`src/rtl/one_hot_iterator_if.sv`:
```
// Handshake bundle for one_hot_iterator: vector input side and one-hot beat output side.
interface one_hot_iterator_if #(
  parameter int unsigned WIDTH = 8
);
  localparam int unsigned INDEX_WIDTH = $clog2(WIDTH);

  logic                   data_valid;
  logic                   data_ready;
  logic [WIDTH-1:0]       data;
  logic                   one_hot_valid;
  logic                   one_hot_ready;
  logic [WIDTH-1:0]       one_hot;
  logic [INDEX_WIDTH-1:0] index;
  logic                   last;
  logic                   empty;

  // Producer of vectors and consumer of beats
  modport master (
    output data_valid, data, one_hot_ready,
    input  data_ready, one_hot_valid, one_hot, index, last, empty
  );

  // The iterator itself
  modport slave (
    input  data_valid, data, one_hot_ready,
    output data_ready, one_hot_valid, one_hot, index, last, empty
  );
endinterface

```
`src/rtl/one_hot_iterator.sv`:
```
// Drains a multi-bit vector as a stream of one-hot beats, lowest set bit first,
// with binary index, last and empty flags; beat outputs come straight from flops.
module one_hot_iterator #(
  parameter int unsigned WIDTH = 8
) (
  input  logic              clock,
  input  logic              resetn,
  one_hot_iterator_if.slave bus
);
  localparam int unsigned INDEX_WIDTH = $clog2(WIDTH);

  typedef enum logic {
    IDLE = 1'b0,
    BUSY = 1'b1
  } state_e;

  state_e                 state_q, state_d;
  logic [WIDTH-1:0]       remaining_q, remaining_d;
  logic                   zero_q, zero_d;
  logic                   one_hot_valid_q, one_hot_valid_d;
  logic [WIDTH-1:0]       one_hot_q, one_hot_d;
  logic [INDEX_WIDTH-1:0] index_q, index_d;
  logic                   last_q, last_d;
  logic                   empty_q, empty_d;

  logic                   data_ready_c;
  logic                   xfer_c;
  logic                   accept_c;

  // Next state plus the beat that the next state will present
  always_comb begin
    state_d         = state_q;
    remaining_d     = remaining_q;
    zero_d          = zero_q;
    one_hot_valid_d = 1'b0;
    one_hot_d       = '0;
    index_d         = '0;
    last_d          = 1'b0;
    empty_d         = 1'b0;

    xfer_c       = one_hot_valid_q & bus.one_hot_ready;
    data_ready_c = (state_q == IDLE) | (xfer_c & last_q);
    accept_c     = bus.data_valid & data_ready_c;

    case (state_q)
      IDLE: begin
        if (accept_c) begin
          remaining_d = bus.data;
          zero_d      = (bus.data == '0);
          state_d     = BUSY;
        end
      end
      BUSY: begin
        if (xfer_c) begin
          if (!last_q) begin
            remaining_d = remaining_q & ~one_hot_q;
          end else if (accept_c) begin
            remaining_d = bus.data;
            zero_d      = (bus.data == '0);
          end else begin
            remaining_d = '0;
            zero_d      = 1'b0;
            state_d     = IDLE;
          end
        end
      end
      default: state_d = IDLE;
    endcase

    // Decode ahead of the edge so the beat is registered, not decoded from flops
    if (state_d == BUSY) begin
      one_hot_valid_d = 1'b1;
      one_hot_d       = remaining_d & ~(remaining_d - WIDTH'(1));
      last_d          = (remaining_d & (remaining_d - WIDTH'(1))) == '0;
      empty_d         = zero_d;
      for (int unsigned i = 0; i < WIDTH; i++) begin
        if (one_hot_d[i]) index_d = INDEX_WIDTH'(i);
      end
    end
  end

  always_ff @(posedge clock) begin
    if (!resetn) begin
      state_q         <= IDLE;
      remaining_q     <= '0;
      zero_q          <= 1'b0;
      one_hot_valid_q <= 1'b0;
      one_hot_q       <= '0;
      index_q         <= '0;
      last_q          <= 1'b0;
      empty_q         <= 1'b0;
    end else begin
      state_q         <= state_d;
      remaining_q     <= remaining_d;
      zero_q          <= zero_d;
      one_hot_valid_q <= one_hot_valid_d;
      one_hot_q       <= one_hot_d;
      index_q         <= index_d;
      last_q          <= last_d;
      empty_q         <= empty_d;
    end
  end

  assign bus.data_ready    = data_ready_c;
  assign bus.one_hot_valid = one_hot_valid_q;
  assign bus.one_hot       = one_hot_q;
  assign bus.index         = index_q;
  assign bus.last          = last_q;
  assign bus.empty         = empty_q;
endmodule

```
`src/flat_wrapper.sv`:
```
// flat-port wrapper written by rule: the top's interface ports become plain ports
module one_hot_iterator_flat 
#(
  parameter int unsigned WIDTH = 8
)
  (clock, resetn, bus_data_valid, bus_data, bus_one_hot_ready, bus_data_ready, bus_one_hot_valid, bus_one_hot, bus_index, bus_last, bus_empty);
  one_hot_iterator_if #(.WIDTH(WIDTH)) bus_i ();
  input  logic clock;
  input  logic resetn;
  input wire logic [$bits(bus_i.data_valid)-1:0] bus_data_valid;
  input wire logic [$bits(bus_i.data)-1:0] bus_data;
  input wire logic [$bits(bus_i.one_hot_ready)-1:0] bus_one_hot_ready;
  output wire logic [$bits(bus_i.data_ready)-1:0] bus_data_ready;
  output wire logic [$bits(bus_i.one_hot_valid)-1:0] bus_one_hot_valid;
  output wire logic [$bits(bus_i.one_hot)-1:0] bus_one_hot;
  output wire logic [$bits(bus_i.index)-1:0] bus_index;
  output wire logic [$bits(bus_i.last)-1:0] bus_last;
  output wire logic [$bits(bus_i.empty)-1:0] bus_empty;
  assign bus_i.data_valid = bus_data_valid;
  assign bus_i.data = bus_data;
  assign bus_i.one_hot_ready = bus_one_hot_ready;
  assign bus_data_ready = bus_i.data_ready;
  assign bus_one_hot_valid = bus_i.one_hot_valid;
  assign bus_one_hot = bus_i.one_hot;
  assign bus_index = bus_i.index;
  assign bus_last = bus_i.last;
  assign bus_empty = bus_i.empty;
  one_hot_iterator #(.WIDTH(WIDTH)) u_core (.clock(clock), .resetn(resetn), .bus(bus_i));
endmodule
```
`config.mk`:
```
export PLATFORM = sky130hd
export DESIGN_NAME = one_hot_iterator_flat
export DESIGN_NICKNAME = d
export VERILOG_FILES = /design/src/rtl/one_hot_iterator_if.sv /design/src/rtl/one_hot_iterator.sv /design/src/flat_wrapper.sv
export SDC_FILE = /design/constraint.sdc
export NUM_CORES = 1
export LEC_CHECK = 0
export CAP_MARGIN = 20
export CORE_MARGIN = 2
export CORE_UTILIZATION = 47
export DETAILED_ROUTE_END_ITERATION = 8
export GPL_TIMING_DRIVEN = 0
export PLACE_DENSITY = 0.89
export RECOVER_POWER = 50
export REMOVE_ABC_BUFFERS = 1
export SLEW_MARGIN = 20
export SYNTH_ARGS = -nofsm -noshare
export SYNTH_HDL_FRONTEND = slang
export SYNTH_SLANG_ARGS = --single-unit
```
`constraint.sdc`:
```
create_clock -name clock -period 2.5 [get_ports clock]
set_clock_uncertainty 0.15 [all_clocks]
set_input_delay 0.25 -clock clock [delete_from_list [all_inputs] [get_ports clock]]
set_output_delay 0.25 -clock clock [all_outputs]
set_load 0.005 [all_outputs]
```
### Word-level counts from Yosys, hierarchy flattened

Index checks and enable logic that the tools add are counted.

| word-level totals | value |
|---|---|
| word-level logic and storage cells | 44 |
| input port bits | 12 |
| bits in registers | 24 |
| output and inout bits | 15 |

| operators by class | value |
|---|---|
| reductions and logical operators | 3 |
| mux-type cells | 22 |
| bitwise logic cells | 10 |
| add/subtract/negate cells | 1 |

Operators by type and width:

| cell | count |
|---|---|
| 8-bit 2-to-1 mux | 4 |
| 8-bit bitwise AND | 3 |
| 8-bit zero test | 2 |
| 8-bit NOT | 2 |
| 8-bit one-hot mux with 2 select lines | 1 |
| 3-bit 2-to-1 mux | 4 |
| 1-bit 2-to-1 mux | 9 |
| 8-bit by 1-bit subtractor with 8-bit output, second input constant | 1 |
| 2-bit 2-to-1 mux | 2 |
| 1-bit one-hot mux with 2 select lines | 2 |
| 1-bit bitwise AND | 3 |
| 2-bit AND reduction | 1 |
| 1-bit NOT | 1 |
| 1-bit bitwise OR | 1 |

### Logic depth before layout (Yosys ltp)

Gate-level depths: netlist of run 1.

| logic depth | value |
|---|---|
| word-level depth | 18 |
| depth in mapped cells | 8 |
| depth with buffers taken out | 7 |

### Worst setup path after synthesis of run 1

OpenSTA, ideal clock, no wires.

| timing | value |
|---|---|
| kind | register -> register |
| start | register u_core.one_hot_valid_q (netlist: u_core.bus.one_hot_valid) |
| end | register u_core.one_hot_q[7] (netlist: u_core.bus.one_hot[7]) |
| arrival | 1727 ps |
| path slack | 550 ps |
| stages on the path, launching flop included | 8 |
| setup time | 73 ps |
| period minus slack after synthesis | 1950 ps |
| path buffers | 0 |
| required time | 2277 ps |
| cells stage by stage | dfxtp_1 -> a21boi_4 -> inv_4 -> nand2_4 -> o211ai_2 -> or3_4 -> or2_1 -> nor3b_2 |

| between the ends | value |
|---|---|
| cells in the longest elaborated chain, start to end | 11 |
| elaborated cells on any way between the ends | 17 |
| classes of those cells | add/sub (1); mux (9); bitwise (6); reduce/logical (1) |

RTL lines:

| element | line | text |
|---|---|---|
| from (decl) | one_hot_iterator.sv:20 | `logic one_hot_valid_q, one_hot_valid_d;` |
| from (signal assigned) | one_hot_iterator.sv:96 | `one_hot_valid_q <= one_hot_valid_d;` |
| 1-bit bitwise AND * | one_hot_iterator.sv:41 | `xfer_c = one_hot_valid_q & bus.one_hot_ready;` |
| 1-bit bitwise AND * | one_hot_iterator.sv:42 | `data_ready_c = (state_q == IDLE) \| (xfer_c & last_q);` |
| 1-bit bitwise OR * | one_hot_iterator.sv:42 |  |
| named net bus_data_ready | flat_wrapper.sv:13 | `output wire logic [$bits(bus_i.data_ready)-1:0] bus_data_ready;` |
| 1-bit bitwise AND * | one_hot_iterator.sv:43 | `accept_c = bus.data_valid & data_ready_c;` |
| 8-bit 2-to-1 mux | one_hot_iterator.sv:57 | `end else if (accept_c) begin` |
| 8-bit 2-to-1 mux | one_hot_iterator.sv:55 | `if (!last_q) begin` |
| 8-bit 2-to-1 mux | one_hot_iterator.sv:54 | `if (xfer_c) begin` |
| 8-bit one-hot mux with 2 select lines | one_hot_iterator.sv:45 | `case (state_q)` |
| 8-bit by 1-bit subtractor with 8-bit output | one_hot_iterator.sv:73 | `one_hot_d = remaining_d & ~(remaining_d - WIDTH'(1));` |
| 8-bit NOT | one_hot_iterator.sv:73 |  |
| 8-bit bitwise AND | one_hot_iterator.sv:73 |  |
| to (signal assigned) | one_hot_iterator.sv:97 | `one_hot_q <= one_hot_d;` |
| to (decl) | one_hot_iterator.sv:21 | `logic [WIDTH-1:0] one_hot_q, one_hot_d;` |

Mark *: on every way through the listed nets, which the timed path passes. The rest lies on a longest branch.
A chain may end at the register's enable or synchronous reset.

### Worst setup path after layout of run 1

| timing | value |
|---|---|
| start | input port bus_data_valid |
| end | register u_core.index_q[0] (netlist: u_core.bus.index[0]) |

| between the ends | value |
|---|---|
| cells in the longest elaborated chain, start to end | 15 |
| elaborated cells on any way between the ends | 21 |
| classes of those cells | add/sub (1); mux (16); bitwise (3); reduce/logical (1) |

RTL lines:

| element | line | text |
|---|---|---|
| from (decl) | flat_wrapper.sv:10 | `input wire logic [$bits(bus_i.data_valid)-1:0] bus_data_valid;` |
| 1-bit bitwise AND * | one_hot_iterator.sv:43 |  |
| 8-bit 2-to-1 mux | one_hot_iterator.sv:57 |  |
| 8-bit 2-to-1 mux | one_hot_iterator.sv:55 |  |
| 8-bit 2-to-1 mux | one_hot_iterator.sv:54 |  |
| 8-bit one-hot mux with 2 select lines | one_hot_iterator.sv:45 |  |
| 8-bit by 1-bit subtractor with 8-bit output | one_hot_iterator.sv:73 |  |
| 8-bit NOT | one_hot_iterator.sv:73 |  |
| 8-bit bitwise AND | one_hot_iterator.sv:73 |  |
| 1-bit 2-to-1 mux | one_hot_iterator.sv:77 | `if (one_hot_d[i]) index_d = INDEX_WIDTH'(i);` |
| 2-bit 2-to-1 mux (2 in series) | one_hot_iterator.sv:77 |  |
| 3-bit 2-to-1 mux (4 in series) | one_hot_iterator.sv:77 |  |
| to (signal assigned) | one_hot_iterator.sv:98 | `index_q <= index_d;` |
| to (decl) | one_hot_iterator.sv:22 | `logic [INDEX_WIDTH-1:0] index_q, index_d;` |

Mark *: on every way between the ends. The rest lies on a longest branch, timed or not.

==> summary.txt, run 1 <==
Status
  • Status: finished, final reports clean

Power and ir drop
  • LEAKAGE: 0.533 nW
  • Pwr per Cell Area: 551 mW/mm²
  • VDD IR max: 0.262 mV

Global route
  • Initial antenna violation count: 0
  • Global route overflow: 0
  • Pin count of the biggest net entering global routing: 13
  • Vias in the first global route: 961
  • GRT Resource Usage Total: 20.9%
  • First-pass GRT wire length: 4.02 mm

Timing
  • Fin. Hold Viols: 0
  • Worst slew pin tran: 0.688 ns
  • Fmax: 420 MHz
  • RSZ-0062 raised after global routing: false
  • Fin. max-slew vios: 0
  • Max_slew headroom: 53.6%
  • Hold WS: 0.368 ns
  • Setup violators final: 0
  • Post-layout min period: 2.38 ns
  • Final Cycle Share: 95.3%

Synth
  • Async SR Flop Fraction: 0%
  • Unique masters post-synth: 38
  • Mux cell area share after synthesis: 0%
  • Cell taking the most area after synthesis: dfxtp_1
  • Area share of and/or/nand/nor cells after synthesis: 29.2%
  • Compound-gate portion of the synthesized area: 24.0%
  • Synth top area cells: dfxtp_1 (44%), o211ai_1 (7.2%), nor2_1 (6.5%), and2_1 (3.6%), a32oi_1 (3.4%)
  • Largest family of logic cells by synthesized area: simple AND/OR/NAND/NOR gates
  • EDFF count, synth: 0
  • Sequential area share after synthesis: 44.4%
  • Mapped Avg Cell Area: 8.94 µm²
  • Yosys warns: 0
  • Synth Area in Adders: 0%
  • Post-Syn Instances: 116
  • #FFs+latches synth: 23
  • Xor/xnor share of the synthesized area: 0%
  • Post-Syn Area: 0.00104 mm²
  • Synth Flop Type: dfxtp_1
  • Synth top area share: 44.4%

Setup path
  • Crit path kind: in -> reg
  • CP max stage delay: 0.72 ns
  • WP data required: 2.56 ns
  • Crit path DAT: 2.45 ns
  • Most common cell on crit path: o211ai_1
  • Crit path launch type: input pin
  • CP bufs+invs: 1
  • Critical-path cell list: clkdlybuf4s50_1 -> nand2b_2 -> o211ai_1 -> o211ai_1 -> or2_1 -> a211o_1 -> a311oi_1
  • Top Family by Delay on Critical Path: compound AO/OA/AOI/OAI gates
  • CP Capture Type: flop
  • Cell at the slowest stage of the critical path: clkdlybuf4s50_1
  • Worst-path maximum fanout: 10

Placed design
  • GP Congestion: 0.872
  • HPWL Detailed: 1.86 mm
  • Cell Area, Placed: 0.00132 mm²
  • Buffers on Ports: 26

Flow run
  • MaxCap Viol Count: 0

Detailed routing
  • Drt first-iter violations: 18
  • Wirelength per Cell: 14.8 µm
  • Vias per std cell: 5.70
  • DRT Wirelength: 2.53 mm
  • Routed vias: 975
  • 1st-pass router iterations: 4
  • Antenna Nets Post-Route: 0
  • Remaining DRCs: 0

Clock network
  • TritonCTS Buffers: 3
  • Clk sink count: 23
  • Setup Buffers After CTS: 0
  • Worst-Skew Late Latency: 0.30 ns
  • H-tree depth: 1
  • CTS Buffer Depth: 2
  • Hold buffers post-CTS: 0
  • Clock-pin slew on the worst setup and hold paths: 0.12 ns
  • Cts repair resizes: 0
  • CTS tree: built
  • CTS Root Cell: clkbuf_4

Floorplan
  • Die area: 0.00260 mm²
  • Chip width: 51.0 µm
  • Die height: 51.0 µm
  • Core area: 0.00215 mm²
  • Initial cell density of the core: 48.3%
  • IO Pins: 27
  • Row Count: 17

Layout
  • Layout area overhead: 30.5%
  • N_diodes: 0
  • Layout cells sized above 1: 10.5%
  • Finished Cell Area: 0.00135 mm²
  • Final nets: 156

Worst hold path
  • Worst min-delay path class: reg -> reg
worst paths after layout:
| path | to | slack [ns] | cells past startpoint | start |
|---|---|---|---|---|
| max reg2reg | u_core.bus.index[0]$_SDFF_PN0_ | 0.20 | 7 | u_core.bus.one_hot_valid$_SDFF_PN0_ |
| max | u_core.bus.index[0]$_SDFF_PN0_ | 0.12 | 7 | bus_data_valid |
| min | u_core.zero_q$_SDFF_PN0_ | 0.37 | 2 | u_core.zero_q$_SDFF_PN0_ |
| min reg2reg | u_core.zero_q$_SDFF_PN0_ | 0.37 | 2 | u_core.zero_q$_SDFF_PN0_ |
layer usage:
| layer | up-vias | wire length [µm] | global-route usage, % | share of wire, % |
|---|---|---|---|---|
| li1 | 469 | - | - | - |
| met1 | 460 | 1060 | 24.0 | 42 |
| met2 | 42 | 1240 | 37.2 | 49 |
| met3 | 4 | 179 | 3.80 | 7.1 |
| met4 | 0 | 44 | 9.91 | 1.7 |
| met5 | - | 0 | 0 | 0 |
cell families (layout without fill, tap and decap cells):
| kind of cell | after synthesis | after routing |
|---|---|---|
| DFF | 23 | 23 |
| and+or+nand+nor | 57 | 57 |
| buffers and inverters | 5 | 32 |
| AOI/OAI and AO/OA | 31 | 31 |
stage by stage:
stage / total power, mW / TNS, ns / setup WS (ns) / utilization [%] / std cells
after floorplan: 0.508 / 0 / 0.550 / - / 113
after global placement: 0.580 / -0.638 / -0.180 / 61.3 / 167
after detailed placement: 0.585 / -0.941 / -0.242 / 61.3 / 167
after CTS: 0.748 / 0 / 0.0678 / 62.6 / 171
after global routing: 0.784 / 0 / 0.0748 / 63.0 / 171
final: 0.746 / 0 / 0.118 / 63.0 / 171
cells in the mapped netlist, drive strengths merged, types with 2 or more instances:
library cell	n
a21boi	4
a21oi	3
a32oi	4
and2	7
buf	2
dfxtp	23
inv	2
nand2	11
nand3	3
nor2	18
nor2b	5
nor3	2
o211ai	11
o21a	2
o21ai	3
or2	4
placed cells by master, fill, tap and decap left out, types with 2 or more instances in the layout:
cell	n
nand3_1	3
nor2_1	18
o21a_1	2
or2_1	3
a32oi_1	3
dfxtp_1	23
dlygate4sd3_1	12
clkdlybuf4s50_1	14
nor2b_1	5
o21ai_0	2
clkbuf_4	3
o211ai_1	10
and2_1	6
nand2_1	9
nor3_1	2
a21oi_1	3
tightest hold or removal path, cell delays in order, from the launching register on:
cell and delay (ns):
dfxtp_1 0.32, o21ai_0 0.06, a21boi_0 0.10
sequential cells by signal (all words and copies together) (netlist names):
signal / count
u_core.zero_q: 1
u_core.bus.one_hot_valid: 1
u_core.remaining_q: 8
u_core.bus.last: 1
u_core.bus.empty: 1
u_core.bus.index: 3
u_core.bus.one_hot: 8
cell type report:
class | instances | area (µm²)
Timing Repair Buffer | 26 | 260
Multi-Input combinational cell | 88 | 562
Tap cell | 28 | 35.0
Sequential cell | 23 | 460
Fill cell | 162 | 795
Clock buffer | 4 | 26.3
Inverter | 2 | 10.0
report_power, final:
part / leakage, nW / internal [mW] / switching, mW
registers: 0.188 / 0.387 / 0.0165
clock network: 0.0150 / 0.0622 / 0.106
logic: 0.330 / 0.0837 / 0.0915
(Power assumes the default switching activity.)
==> run 2, diff against run 1 <==
CTS_CLUSTER_SIZE = 40   (was unset)
==> results of run 2 <==
Final layout, timing and power as in run 1 (identical DEF).
